## src/rtl/i2c_pkg.sv

```systemverilog
// Shared types for the I2C master byte engine.
// States, quarter-phase codes and open-drain levels.
package i2c_pkg;

  typedef enum logic [2:0] {
    k_idle,
    k_start,
    k_data,
    k_ack,
    k_hold,
    k_stop
  } state_e;

  typedef logic [1:0] phase_t;

  localparam phase_t Q0 = 2'd0;
  localparam phase_t Q1 = 2'd1;
  localparam phase_t Q2 = 2'd2;
  localparam phase_t Q3 = 2'd3;

  localparam logic OE_PULL = 1'b1;
  localparam logic OE_REL  = 1'b0;

  // SCL is held low for the first half of a bit and released for the second
  function automatic logic bit_scl(phase_t p);
    return (p == Q0 || p == Q1) ? OE_PULL : OE_REL;
  endfunction

endpackage

```

## src/rtl/i2c_byte_engine_if.sv

```systemverilog
// Command / response bundle between the controller and the byte engine.
// master = command issuer, slave = byte engine.
interface i2c_byte_engine_if #(
  parameter int DATA_W = 8
) ();

  logic              cmd_valid;
  logic              cmd_ready;
  logic              cmd_start;
  logic              cmd_stop;
  logic              cmd_read;
  logic [DATA_W-1:0] cmd_data;
  logic              cmd_ack_out;
  logic              rsp_valid;
  logic [DATA_W-1:0] rsp_data;
  logic              rsp_nack;
  logic              rsp_arb_lost;

  modport master (
    output cmd_valid,
    output cmd_start,
    output cmd_stop,
    output cmd_read,
    output cmd_data,
    output cmd_ack_out,
    input  cmd_ready,
    input  rsp_valid,
    input  rsp_data,
    input  rsp_nack,
    input  rsp_arb_lost
  );

  modport slave (
    input  cmd_valid,
    input  cmd_start,
    input  cmd_stop,
    input  cmd_read,
    input  cmd_data,
    input  cmd_ack_out,
    output cmd_ready,
    output rsp_valid,
    output rsp_data,
    output rsp_nack,
    output rsp_arb_lost
  );

endinterface

```

## src/rtl/i2c_phase_timer.sv

```systemverilog
// Quarter-phase timer: divisor latch, phase counter, stretch hold.
// Each phase lasts div+1 cycles unless the slave stretches SCL.
module i2c_phase_timer
  import i2c_pkg::*;
#(
  parameter int DIV_W = 16
) (
  input  logic             clk,
  input  logic             rst_n,
  input  logic             load_i,
  input  logic [DIV_W-1:0] div_i,
  input  logic             run_i,
  input  logic             stretch_i,
  output phase_t           phase_o,
  output logic             done_o
);

  logic [DIV_W-1:0] ctr_q, ctr_d;
  logic [DIV_W-1:0] div_q, div_d;
  phase_t           phase_q, phase_d;
  logic             at_end;

  assign at_end  = (ctr_q == div_q);
  assign done_o  = run_i && !stretch_i && at_end;
  assign phase_o = phase_q;

  always_comb begin
    ctr_d   = ctr_q;
    div_d   = div_q;
    phase_d = phase_q;
    if (load_i) begin
      div_d   = div_i;
      ctr_d   = '0;
      phase_d = Q0;
    end else if (run_i) begin
      if (stretch_i) begin
        ctr_d = '0;
      end else if (at_end) begin
        ctr_d   = '0;
        phase_d = phase_q + 2'd1;
      end else begin
        ctr_d = ctr_q + DIV_W'(1);
      end
    end
  end

  always_ff @(posedge clk or negedge rst_n) begin
    if (!rst_n) begin
      ctr_q   <= '0;
      div_q   <= '0;
      phase_q <= Q0;
    end else begin
      ctr_q   <= ctr_d;
      div_q   <= div_d;
      phase_q <= phase_d;
    end
  end

endmodule

```

## src/rtl/i2c_byte_engine.sv

```systemverilog
// I2C master byte engine: START, DATA_W bits, ACK, optional STOP.
// Drives open-drain enables; samples SDA mid-high of each bit.
module i2c_byte_engine
  import i2c_pkg::*;
#(
  parameter int DATA_W = 8,
  parameter int DIV_W  = 16
) (
  input  logic             clk,
  input  logic             rst_n,
  input  logic [DIV_W-1:0] clock_divisor,
  i2c_byte_engine_if.slave bus,
  output logic             busy,
  input  logic             scl_i,
  input  logic             sda_i,
  output logic             scl_oe,
  output logic             sda_oe
);

  localparam int IW = (DATA_W > 1) ? $clog2(DATA_W) : 1;

  state_e            state_q, state_d;
  logic [IW-1:0]     bit_q, bit_d;
  logic [DATA_W-1:0] data_q, data_d;
  logic              read_q, read_d;
  logic              stop_q, stop_d;
  logic              ack_q, ack_d;
  logic [DATA_W-1:0] sh_q, sh_d;
  logic              nsh_q, nsh_d;
  logic              rv_q, rv_d;
  logic [DATA_W-1:0] rd_q, rd_d;
  logic              rn_q, rn_d;
  logic              arb_q, arb_d;
  logic              scl_q, scl_d;
  logic              sda_q, sda_d;

  logic   ready, accept, done, stretch, run, arb_hit;
  phase_t phase, ph_n;

  assign ready  = (state_q == k_idle) || (state_q == k_hold);
  assign accept = bus.cmd_valid && ready;
  assign run    = !ready;
  assign stretch = ((state_q == k_data) || (state_q == k_ack))
                && (phase == Q2) && !scl_i;
  assign ph_n   = accept ? Q0 : (done ? phase + 2'd1 : phase);

  i2c_phase_timer #(
    .DIV_W(DIV_W)
  ) u_timer (
    .clk      (clk),
    .rst_n    (rst_n),
    .load_i   (accept),
    .div_i    (clock_divisor),
    .run_i    (run),
    .stretch_i(stretch),
    .phase_o  (phase),
    .done_o   (done)
  );

  always_comb begin
    state_d = state_q;
    bit_d   = bit_q;
    data_d  = data_q;
    read_d  = read_q;
    stop_d  = stop_q;
    ack_d   = ack_q;
    sh_d    = sh_q;
    nsh_d   = nsh_q;
    rv_d    = 1'b0;
    rd_d    = rd_q;
    rn_d    = rn_q;
    arb_d   = arb_q;
    arb_hit = 1'b0;
    if (accept) begin
      data_d  = bus.cmd_data;
      read_d  = bus.cmd_read;
      stop_d  = bus.cmd_stop;
      ack_d   = bus.cmd_ack_out;
      bit_d   = IW'(DATA_W - 1);
      sh_d    = '0;
      state_d = (state_q == k_idle || bus.cmd_start) ? k_start : k_data;
    end else if (done) begin
      unique case (state_q)
        k_start: begin
          if (phase == Q1 && !sda_i) arb_hit = 1'b1;
          if (phase == Q3) state_d = k_data;
        end
        k_data: begin
          if (phase == Q2) begin
            sh_d[bit_q] = sda_i;
            // released a 1 but someone else holds SDA low
            if (!read_q && data_q[bit_q] && !sda_i) arb_hit = 1'b1;
          end
          if (phase == Q3) begin
            if (bit_q == '0) state_d = k_ack;
            else             bit_d   = bit_q - IW'(1);
          end
        end
        k_ack: begin
          if (phase == Q2) nsh_d = sda_i;
          if (phase == Q3) begin
            rv_d    = 1'b1;
            rd_d    = sh_q;
            rn_d    = nsh_q;
            arb_d   = 1'b0;
            state_d = stop_q ? k_stop : k_hold;
          end
        end
        k_stop: begin
          if (phase == Q3) state_d = k_idle;
        end
        default: ;
      endcase
      if (arb_hit) begin
        rv_d    = 1'b1;
        rd_d    = sh_d;
        arb_d   = 1'b1;
        state_d = k_idle;
      end
    end
  end

  // line levels follow the state/phase that becomes current next cycle
  always_comb begin
    scl_d = OE_REL;
    sda_d = OE_REL;
    unique case (state_d)
      k_start: begin
        scl_d = (ph_n == Q0 || ph_n == Q3) ? OE_PULL : OE_REL;
        sda_d = (ph_n == Q2 || ph_n == Q3) ? OE_PULL : OE_REL;
      end
      k_data: begin
        scl_d = bit_scl(ph_n);
        sda_d = read_d ? OE_REL : !data_d[bit_d];
      end
      k_ack: begin
        scl_d = bit_scl(ph_n);
        sda_d = read_d ? !ack_d : OE_REL;
      end
      k_hold: begin
        scl_d = OE_PULL;
        sda_d = OE_REL;
      end
      k_stop: begin
        scl_d = (ph_n == Q0) ? OE_PULL : OE_REL;
        sda_d = (ph_n == Q0 || ph_n == Q1) ? OE_PULL : OE_REL;
      end
      default: ;
    endcase
  end

  always_ff @(posedge clk or negedge rst_n) begin
    if (!rst_n) begin
      state_q <= k_idle;
      bit_q   <= '0;
      data_q  <= '0;
      read_q  <= 1'b0;
      stop_q  <= 1'b0;
      ack_q   <= 1'b0;
      sh_q    <= '0;
      nsh_q   <= 1'b0;
      rv_q    <= 1'b0;
      rd_q    <= '0;
      rn_q    <= 1'b0;
      arb_q   <= 1'b0;
      scl_q   <= OE_REL;
      sda_q   <= OE_REL;
    end else begin
      state_q <= state_d;
      bit_q   <= bit_d;
      data_q  <= data_d;
      read_q  <= read_d;
      stop_q  <= stop_d;
      ack_q   <= ack_d;
      sh_q    <= sh_d;
      nsh_q   <= nsh_d;
      rv_q    <= rv_d;
      rd_q    <= rd_d;
      rn_q    <= rn_d;
      arb_q   <= arb_d;
      scl_q   <= scl_d;
      sda_q   <= sda_d;
    end
  end

  assign bus.cmd_ready    = ready;
  assign bus.rsp_valid    = rv_q;
  assign bus.rsp_data     = rd_q;
  assign bus.rsp_nack     = rn_q;
  assign bus.rsp_arb_lost = arb_q;
  assign busy             = (state_q != k_idle);
  assign scl_oe           = scl_q;
  assign sda_oe           = sda_q;

endmodule
```

## src/flat_wrapper.sv

```systemverilog
// flat-port wrapper written by rule: the top's interface ports become plain ports
module i2c_byte_engine_flat import i2c_pkg::*;
#(
  parameter int DATA_W = 8,
  parameter int DIV_W  = 16
)
  (clk, rst_n, clock_divisor, busy, scl_i, sda_i, scl_oe, sda_oe, bus_cmd_valid, bus_cmd_start, bus_cmd_stop, bus_cmd_read, bus_cmd_data, bus_cmd_ack_out, bus_cmd_ready, bus_rsp_valid, bus_rsp_data, bus_rsp_nack, bus_rsp_arb_lost);
  i2c_byte_engine_if #(.DATA_W(DATA_W)) bus_i ();
  input  logic clk;
  input  logic rst_n;
  input  logic [DIV_W-1:0] clock_divisor;
  output logic busy;
  input  logic scl_i;
  input  logic sda_i;
  output logic scl_oe;
  output logic sda_oe;
  input wire logic [$bits(bus_i.cmd_valid)-1:0] bus_cmd_valid;
  input wire logic [$bits(bus_i.cmd_start)-1:0] bus_cmd_start;
  input wire logic [$bits(bus_i.cmd_stop)-1:0] bus_cmd_stop;
  input wire logic [$bits(bus_i.cmd_read)-1:0] bus_cmd_read;
  input wire logic [$bits(bus_i.cmd_data)-1:0] bus_cmd_data;
  input wire logic [$bits(bus_i.cmd_ack_out)-1:0] bus_cmd_ack_out;
  output wire logic [$bits(bus_i.cmd_ready)-1:0] bus_cmd_ready;
  output wire logic [$bits(bus_i.rsp_valid)-1:0] bus_rsp_valid;
  output wire logic [$bits(bus_i.rsp_data)-1:0] bus_rsp_data;
  output wire logic [$bits(bus_i.rsp_nack)-1:0] bus_rsp_nack;
  output wire logic [$bits(bus_i.rsp_arb_lost)-1:0] bus_rsp_arb_lost;
  assign bus_i.cmd_valid = bus_cmd_valid;
  assign bus_i.cmd_start = bus_cmd_start;
  assign bus_i.cmd_stop = bus_cmd_stop;
  assign bus_i.cmd_read = bus_cmd_read;
  assign bus_i.cmd_data = bus_cmd_data;
  assign bus_i.cmd_ack_out = bus_cmd_ack_out;
  assign bus_cmd_ready = bus_i.cmd_ready;
  assign bus_rsp_valid = bus_i.rsp_valid;
  assign bus_rsp_data = bus_i.rsp_data;
  assign bus_rsp_nack = bus_i.rsp_nack;
  assign bus_rsp_arb_lost = bus_i.rsp_arb_lost;
  i2c_byte_engine #(.DATA_W(DATA_W), .DIV_W(DIV_W)) u_core (.clk(clk), .rst_n(rst_n), .clock_divisor(clock_divisor), .bus(bus_i), .busy(busy), .scl_i(scl_i), .sda_i(sda_i), .scl_oe(scl_oe), .sda_oe(sda_oe));
endmodule
```

## config.mk

```make
export PLATFORM = sky130hd
export DESIGN_NAME = i2c_byte_engine_flat
export DESIGN_NICKNAME = d
export VERILOG_FILES = /design/src/rtl/i2c_pkg.sv /design/src/rtl/i2c_byte_engine_if.sv /design/src/rtl/i2c_phase_timer.sv /design/src/rtl/i2c_byte_engine.sv /design/src/flat_wrapper.sv
export SDC_FILE = /design/constraint.sdc
export NUM_CORES = 1
export LEC_CHECK = 0
export CAP_MARGIN = 20
export CORE_AREA = 2 2 165 86
export DETAILED_ROUTE_END_ITERATION = 10
export DIE_AREA = 0 0 167 88
export GPL_ROUTABILITY_DRIVEN = 0
export PLACE_DENSITY = 0.57
export SYNTH_ARGS = -nofsm -noshare
export SYNTH_HDL_FRONTEND = slang
export SYNTH_SLANG_ARGS = --single-unit
```

## constraint.sdc

```tcl
create_clock -name clk -period 3.8 [get_ports clk]
set_input_delay 1.14 -clock clk [delete_from_list [all_inputs] [get_ports clk]]
set_output_delay 1.14 -clock clk [all_outputs]
set_load 0.02 [all_outputs]
```

==> reports/metrics.csv, run 1 <==
metric,value,unit
Detail Route Antenna Nets,0,
chip height,88,um
post_cts resized,0,
Pwr Density,538,nW/um^2
Root Buffer,clkbuf_16,
"Largest stage delay, worst path",0.49,ns
clk sink count,73,
core footprint,13300,um^2
reg2reg path depth,12,
largest net degree at the start of global routing,44,
synthesized area per cell,9.04,um^2
unrepaired setup endpoints after global routing,false,
Pre-antenna DRT Iters,5,
Cells after Synth,434,
Clock Power Share,30.5,%
HPWL Detailed,7760,um
FF-to-FF setup slack,0.59,ns
Final Skew,0.00765,ns
H-tree depth,3,
FMAX,0.306,GHz
Placed Cells,652,
num ports,48,
CP Cell Sequence,clkdlybuf4s50_1 -> nor2_1 -> nor2_1 -> nand2_1 -> o21ai_0 -> inv_1 -> ha_1 -> nor2_1 -> mux2i_1 -> a32o_1 -> a22o_1,
NumNets Final,530,
"Top FF cell, synth",dfrtp_1,
CTS Buffer Depth,2,
status,"complete, no violations",
post-layout util,37.0,%
vias in the first global route,3161,
Overflow after GRT,0,
syn nets,477,
Layout area overhead,25.1,%
CTS buffer count,9,
# DRC,0,
"flops & latches, synth",73,
setup violators final,0,
Post-CTS Hold Fix Bufs,0,
Antenna diodes,0,
worst hold stages,2,
startpoint types,input pin,
Synth Warn #,0,
Non-Filler Instances,668,
critical path endpoint category,flop,
sequential share of power,44.8,%
area of the die,14700,um^2
Initial DRC Count,333,
post-synthesis cell type count,55,
combinational share of power,24.7,%
detailed-route wire length,10300,um
setup_tns,0,ns
worst flop-to-flop path endpoint,u_core.sda_oe$_DFF_PN0_,
Initial Utilization,29.6,%
Max-cap violations,0,
wire per inst,15.5,um
FF-to-FF Start,u_core.u_timer.ctr_q[7]$_DFFE_PN0P_,
worst setup margin,0.535,ns
Rows,30,
kind of critical path,input pin to flop,
Leak Pwr,2.30,nW
Clock transition at path regs,0.06,ns
async set-reset flop share out of synthesis,100,%
P_int,0.00172,W
Sw Ratio,34.8,%
"Seq/Total Area, Yosys",46.6,%
crit share post-route,85.9,%
Max VDD drop,0.186,mV
"critical path fanouts, max",8,
Hold WS,0.476,ns
DR vias/cell,4.87,
hold_sp,u_core.bus.rsp_data[1]$_DFFE_PN0P_,
pre-CTS setup slack,0.161,ns
Critical Path AT,3.49,ns
Final Hold Fails,0,
Post-Synthesis Cell Area,3920,um^2
Post-synth EDFFs,0,
later-pin clock latency in the skew report,0.34,ns
first-pass GRT wire length,16900,um
Slew Limit Fails,0,
CTS tree,built,
most frequent cells in the layout,"nand2_1, dfrtp_1, clkdlybuf4s50_1, nor2_1, o21ai_0",
layout cell share with drive strength beyond 1,9.35,%
worst min-delay path class,flop to flop,
Port Buf Inserts,47,
antenna violations before repair,0,
Final min period,3.26,ns
most frequent cell on the critical path,nor2_1,
Net Sw Power,0.000920,W
vias,3252,
Die Wd,167,um
Post-CTS Setup Inserts,0,
Slew headroom,42.2,%
worst slew pin tran,0.860,ns
"commonest non-fill, non-tap cell in the layout",nand2_1,
Worst Hold End,u_core.bus.rsp_data[1]$_DFFE_PN0P_,
Worst EP required,4.02,ns
Worst path slowest cell,clkdlybuf4s50_1,
total track usage,14.9,%
[critical path, delay by kind of cell]
kind | cells | cell delay (ns)
and+or+nand+nor | 4 | 0.57
buffers and inverters | 2 | 0.62
muxes | 1 | 0.10
adders and majority gates | 1 | 0.22
AOI/OAI and AO/OA | 3 | 0.84
[power by group through the flow]
| stage | registers, W | clock network (W) | logic [W] |
|---|---|---|---|
| floorplan | 0.00111 | 0 | 0.000486 |
| global placement | 0.00119 | 0 | 0.000637 |
| detailed placement | 0.00119 | 0 | 0.000652 |
| CTS | 0.00118 | 0.000825 | 0.000656 |
| global route | 0.00121 | 0.000859 | 0.000749 |
| finish | 0.00118 | 0.000805 | 0.000653 |
[through the flow]
| step | total power, W | instance area, um^2 |
|---|---|---|
| 2_1_floorplan | 0.00160 | 3920 |
| 3_3_place_gp | 0.00183 | 4630 |
| 3_5_place_dp | 0.00184 | 4630 |
| 4_1_cts | 0.00266 | 4910 |
| 5_1_grt | 0.00282 | 4910 |
| 6_report | 0.00264 | 4910 |
[Yosys cell counts, drive strengths merged, types with 7 or more instances]
cell type	count	area share (%)
a21oi	7	0.89
buf	7	1.1
clkbuf	10	0.96
dfrtp	73	47
ha	10	3.2
inv	14	1.3
mux2i	13	3.3
nand2	114	11
nand3	14	1.8
nor2	37	3.5
o21ai	35	4.8
xor2	22	4.9
[area by class of cell]
cell class / count / area, um^2
fill: 1365 / 8340
clock inverter: 7 / 55.1
sequential: 73 / 1830
multi-input combinational: 330 / 1960
inverter: 14 / 52.6
clock buffer: 9 / 225
timing repair buffer: 59 / 568
tap: 176 / 220
[how the worst max path moves through the flow]
stage | cells past startpoint | to | start
6_report | 11 | u_core.sda_oe$_DFF_PN0_ | scl_i
5_1_grt | 12 | u_core.sda_oe$_DFF_PN0_ | u_core.u_timer.ctr_q[7]$_DFFE_PN0P_
4_1_cts | 11 | u_core.sda_oe$_DFF_PN0_ | scl_i
3_5_place_dp | 11 | u_core.sda_oe$_DFF_PN0_ | scl_i
3_3_place_gp | 11 | u_core.sda_oe$_DFF_PN0_ | scl_i
2_1_floorplan | 11 | u_core.sda_oe$_DFF_PN0_ | bus_cmd_valid
[kinds of logic after synthesis]
kind of cell / after synthesis / synth area share [%]
adders and majority gates: 10 / 3.19
and+or+nand+nor: 210 / 25.3
DFF: 73 / 46.6
buffers and inverters: 31 / 3.45
xor gates and xnor gates: 25 / 5.58
AOI/OAI and AO/OA: 67 / 10.9
muxes: 18 / 5.04
[sequential cells by signal (all words and copies together) (netlist names)]
signal / cells
u_core.bus.rsp_nack: 1
u_core.data_q: 8
u_core.read_q: 1
u_core.bus.rsp_data: 8
u_core.ack_q: 1
u_core.u_timer.phase_o: 2
u_core.u_timer.div_q: 16
u_core.u_timer.ctr_q: 16
u_core.bus.rsp_valid: 1
u_core.bit_q: 3
u_core.bus.rsp_arb_lost: 1
u_core.scl_oe: 1
u_core.sh_q: 8
u_core.sda_oe: 1
u_core.stop_q: 1
u_core.state_q: 3
u_core.nsh_q: 1
[per-layer routing]
layer / wire (um) / track usage, % / up-vias / share of wire (%)
met5: 0 / 0 / - / 0
met4: 84 / 3.84 / 0 / 0.81
met3: 949 / 5.24 / 10 / 9.2
met2: 3670 / 18.4 / 129 / 36
met1: 5630 / 23.5 / 1532 / 54
li1: - / - / 1581 / -
Note: power is estimated with default switching activity, not from simulation.
==> inputs of run 2 (changes only) <==
--- a/config.mk
+++ b/config.mk
@@ -5,6 +5,7 @@
 export SDC_FILE = /design/constraint.sdc
 export NUM_CORES = 1
 export LEC_CHECK = 0
+export ABC_CLOCK_PERIOD_IN_PS = 3800
 export CAP_MARGIN = 20
 export CORE_AREA = 2 2 165 86
 export DETAILED_ROUTE_END_ITERATION = 10
==> results of run 2 <==
Same layout as run 1: the final DEF is identical, and so are final timing and power.
==> inputs of run 3 (changes only) <==
--- a/config.mk
+++ b/config.mk
@@ -5,13 +5,15 @@
 export SDC_FILE = /design/constraint.sdc
 export NUM_CORES = 1
 export LEC_CHECK = 0
+export ABC_AREA = 1
 export ABC_CLOCK_PERIOD_IN_PS = 3800
 export CAP_MARGIN = 20
-export CORE_AREA = 2 2 165 86
+export CORE_AREA = 2 2 172 90
 export DETAILED_ROUTE_END_ITERATION = 10
-export DIE_AREA = 0 0 167 88
+export DIE_AREA = 0 0 174 92
 export GPL_ROUTABILITY_DRIVEN = 0
-export PLACE_DENSITY = 0.57
+export PLACE_DENSITY = 0.56
 export SYNTH_ARGS = -nofsm -noshare
 export SYNTH_HDL_FRONTEND = slang
 export SYNTH_SLANG_ARGS = --single-unit
+export TNS_END_PERCENT = 1
==> reports/metrics.csv, run 3 <==
metric,value,unit,change
status,"complete, no violations",,
Leak Pwr,2.47,nW,+7.4%
async set-reset flop share out of synthesis,100,%,unchanged
chip height,92,um,+4.5%
# DRC,0,,unchanged
"critical path fanouts, max",8,,unchanged
Synth Warn #,0,,unchanged
startpoint types,input pin,,
Hold WS,0.477,ns,+0.000990 ns
later-pin clock latency in the skew report,0.34,ns,about the same
"Power, Total",0.00336,W,+27%
area of the die,16000,um^2,+8.9%
Worst path slowest cell,clkdlybuf4s50_1,,
Port Buf Inserts,47,,unchanged
Layout area overhead,23.1,%,
proportion of synthesized area in mux cells,0.235,%,-4.8 points
Overflow after GRT,0,,unchanged
setup violators final,0,,unchanged
detailed-route wire length,12000,um,+16%
Root Buffer,clkbuf_16,,
DR top layer,met4,,
synthesized area per cell,7.17,um^2,-21%
NumNets Final,690,,+30%
Detail Route Antenna Nets,0,,unchanged
worst min-delay path class,flop to flop,,
Max VDD drop,0.259,mV,+39%
top-area cell type share of the netlist area,42.8,%,-3.8 points
largest net degree at the start of global routing,74,,+68%
Antenna diodes,0,,unchanged
clk sink count,73,,unchanged
CP startpoint,scl_i,,
kind of critical path,input pin to flop,,
met3 routed WL,919,um,-3.2%
placed cell area,4980,um^2,+7.6%
most frequent cells in the layout,"nand2_1, inv_1, dfrtp_1, o21ai_0, nor2_1",,
Post-CTS Setup Inserts,0,,unchanged
vias,3978,,+22%
Final Hold Fails,0,,unchanged
"flops & latches, synth",73,,unchanged
most numerous cell in the Yosys netlist,nand2_1,,
"top cells by count, synth","nand2_1, inv_1, dfrtp_1, o21ai_0, nor2_1",,
Cells after Synth,595,,+37%
Final Skew,0.00879,ns,+0.00114 ns
CP Cell Sequence,clkdlybuf4s50_1 -> nor3_4 -> nor2_2 -> nand3_2 -> nand2_2 -> o22ai_1 -> inv_1 -> ha_1 -> or2_2 -> nand4_1 -> nand2_1 -> nor2_1 -> nand2_1,,
CTS tree,built,,
DR vias/cell,4.65,,-4.5%
simple-gate share of the synthesized area,32.7,%,+7.4 points
hold_sp,u_core.stop_q$_DFFE_PN0P_,,
worst slew pin tran,0.943,ns,+0.0830 ns
syn nets,638,,+34%
vias in the first global route,3740,,+18%
Initial Utilization,28.9,%,-0.65 points
FF-to-FF Start,u_core.u_timer.ctr_q[3]$_DFFE_PN0P_,,
"Top FF cell, synth",dfrtp_1,,
Post-CTS Hold Fix Bufs,0,,unchanged
XOR/XNOR share of the synthesized area,1.44,%,-4.1 points
Crit path max-delay family,simple AND/OR/NAND/NOR gates,,
Compound-Gate Fraction of Synth Area,10.2,%,-0.64 points
WL met2,3950,um,+7.5%
H-tree depth,3,,unchanged
Critical Path AT,3.47,ns,-0.02 ns
Rows,32,,+6.7%
main area contributors after synthesis,"dfrtp_1, nand2_1, inv_1",,
Max-cap violations,0,,unchanged
Pwr Density,639,nW/um^2,+19%
crit share post-route,85.2,%,-0.72 points
Pre-antenna DRT Iters,5,,unchanged
post_cts resized,0,,unchanged
"commonest non-fill, non-tap cell in the layout",nand2_1,,
post-layout util,35.6,%,-1.4 points
Slew headroom,37.1,%,-5.1 points
Die Wd,174,um,+4.2%
design area,5250,um^2,+7.0%
Slew Limit Fails,0,,unchanged
core footprint,14700,um^2,+11%
Post-synth EDFFs,0,,unchanged
Post-Synth Adder-Cell Area,2.93,%,-0.26 points
fillers,1592,,+17%
HPWL Detailed,9280,um,+20%
CTS Buffer Depth,2,,unchanged
most frequent cell on the critical path,nand2_1,,
CTS buffer count,9,,unchanged
Clock transition at path regs,0.06,ns,about the same
post-synthesis cell type count,36,,-35%
unrepaired setup endpoints after global routing,false,,
critical path endpoint category,flop,,
antenna violations before repair,0,,unchanged
Synth area leader,dfrtp_1,,
Bufs and invs on worst path,2,,unchanged
layout cell share with drive strength beyond 1,8.28,%,-1.1 points
"Seq/Total Area, Yosys",42.8,%,-3.8 points
total track usage,16.0,%,+1.1 points
Met1 Routed Length,7060,um,+25%
largest family of logic cells by synthesized area,simple AND/OR/NAND/NOR gates,,
num ports,48,,unchanged
Worst EP required,4.03,ns,about the same
Final min period,3.24,ns,-0.0274 ns
Initial DRC Count,336,,+0.90%
FMAX,0.309,GHz,+0.84%
setup_tns,0,ns,unchanged
first-pass GRT wire length,19800,um,+17%
Regs by FF count,"u_core.u_timer.ctr_q: 16 flops, u_core.u_timer.div_q: 16 flops",,
"Largest stage delay, worst path",0.47,ns,-0.02 ns
wire per inst,14.0,um,-9.2%
Post-Synthesis Cell Area,4270,um^2,+8.8%
run 3: cell count changes in the layout (fill, tap and decap cells not counted), moves of 16 or more:
cell     delta
nand3_1    +16
nor2_1     +17
o21ai_0    +25
inv_1      +71
nand2_1    +67
xor2_1     -18
run 3: final timing paths:
kind,endpoint,slack [ns],cells after the start
hold reg to reg,u_core.stop_q$_DFFE_PN0P_,0.48,2
hold / removal,u_core.stop_q$_DFFE_PN0P_,0.48,2
setup reg to reg,u_core.sda_oe$_DFF_PN0_,0.64,17
max in group asynchronous,u_core.state_q[0]$_DFF_PN0_,2.25,1
setup / recovery,u_core.sda_oe$_DFF_PN0_,0.56,13
min in group asynchronous,u_core.u_timer.div_q[3]$_DFFE_PN0P_,0.95,1
run 3: cell type report:
cell class	instances	area, um^2	share of cell area (%)
tap	204	255	4.86
timing repair buffer	53	513	9.77
clock inverter	6	43.8	0.834
sequential	73	1830	34.8
inverter	94	353	6.72
clock buffer	10	229	4.36
multi-input combinational	416	2030	38.7
run 3: metal layers:
metal	GRT usage [%]	vias up
met5	0	-
met4	3.36	0
met3	4.10	9
met2	19.1	157
met1	27.1	1820
li1	-	1992
run 3: power by group:
| group | internal, W | switching [W] | total, W |
|---|---|---|---|
| logic | 0.000476 | 0.000861 | 0.00134 |
| registers | 0.00101 | 0.000210 | 0.00123 |
| clock network | 0.000443 | 0.000351 | 0.000794 |
| total | 0.00193 | 0.00142 | 0.00336 |
run 3: cells by family (layout without fill, tap and decap cells):
| family | after synthesis | after routing |
|---|---|---|
| and+or+nand+nor | 316 | 316 |
| buffers and inverters | 106 | 163 |
| AOI/OAI and AO/OA | 82 | 82 |
| DFF | 73 | 73 |
| adders and majority gates | 10 | 10 |
| xor gates and xnor gates | 7 | 7 |
| muxes | 1 | 1 |
run 3: worst reg2reg max path, cell delays in order (launching register included):
cell	delay (ns)
dfrtp_1	0.43
inv_2	0.11
nand2_1	0.07
nand2_1	0.05
nor2_1	0.16
nand2_1	0.08
nor2_1	0.33
nand2_2	0.15
nor3_4	0.40
inv_1	0.12
o22ai_1	0.27
inv_1	0.11
ha_1	0.19
or2_2	0.30
nand4_1	0.09
nand2_1	0.06
nor2_1	0.08
nand2_1	0.06
run 3: stage by stage:
step | setup WS [ns] | instances
after CTS | 0.564 | 856
after floorplan | 0.891 | 595
after global placement | 0.295 | 840
after detailed placement | 0.206 | 840
final | 0.563 | 856
after global routing | 0.369 | 856
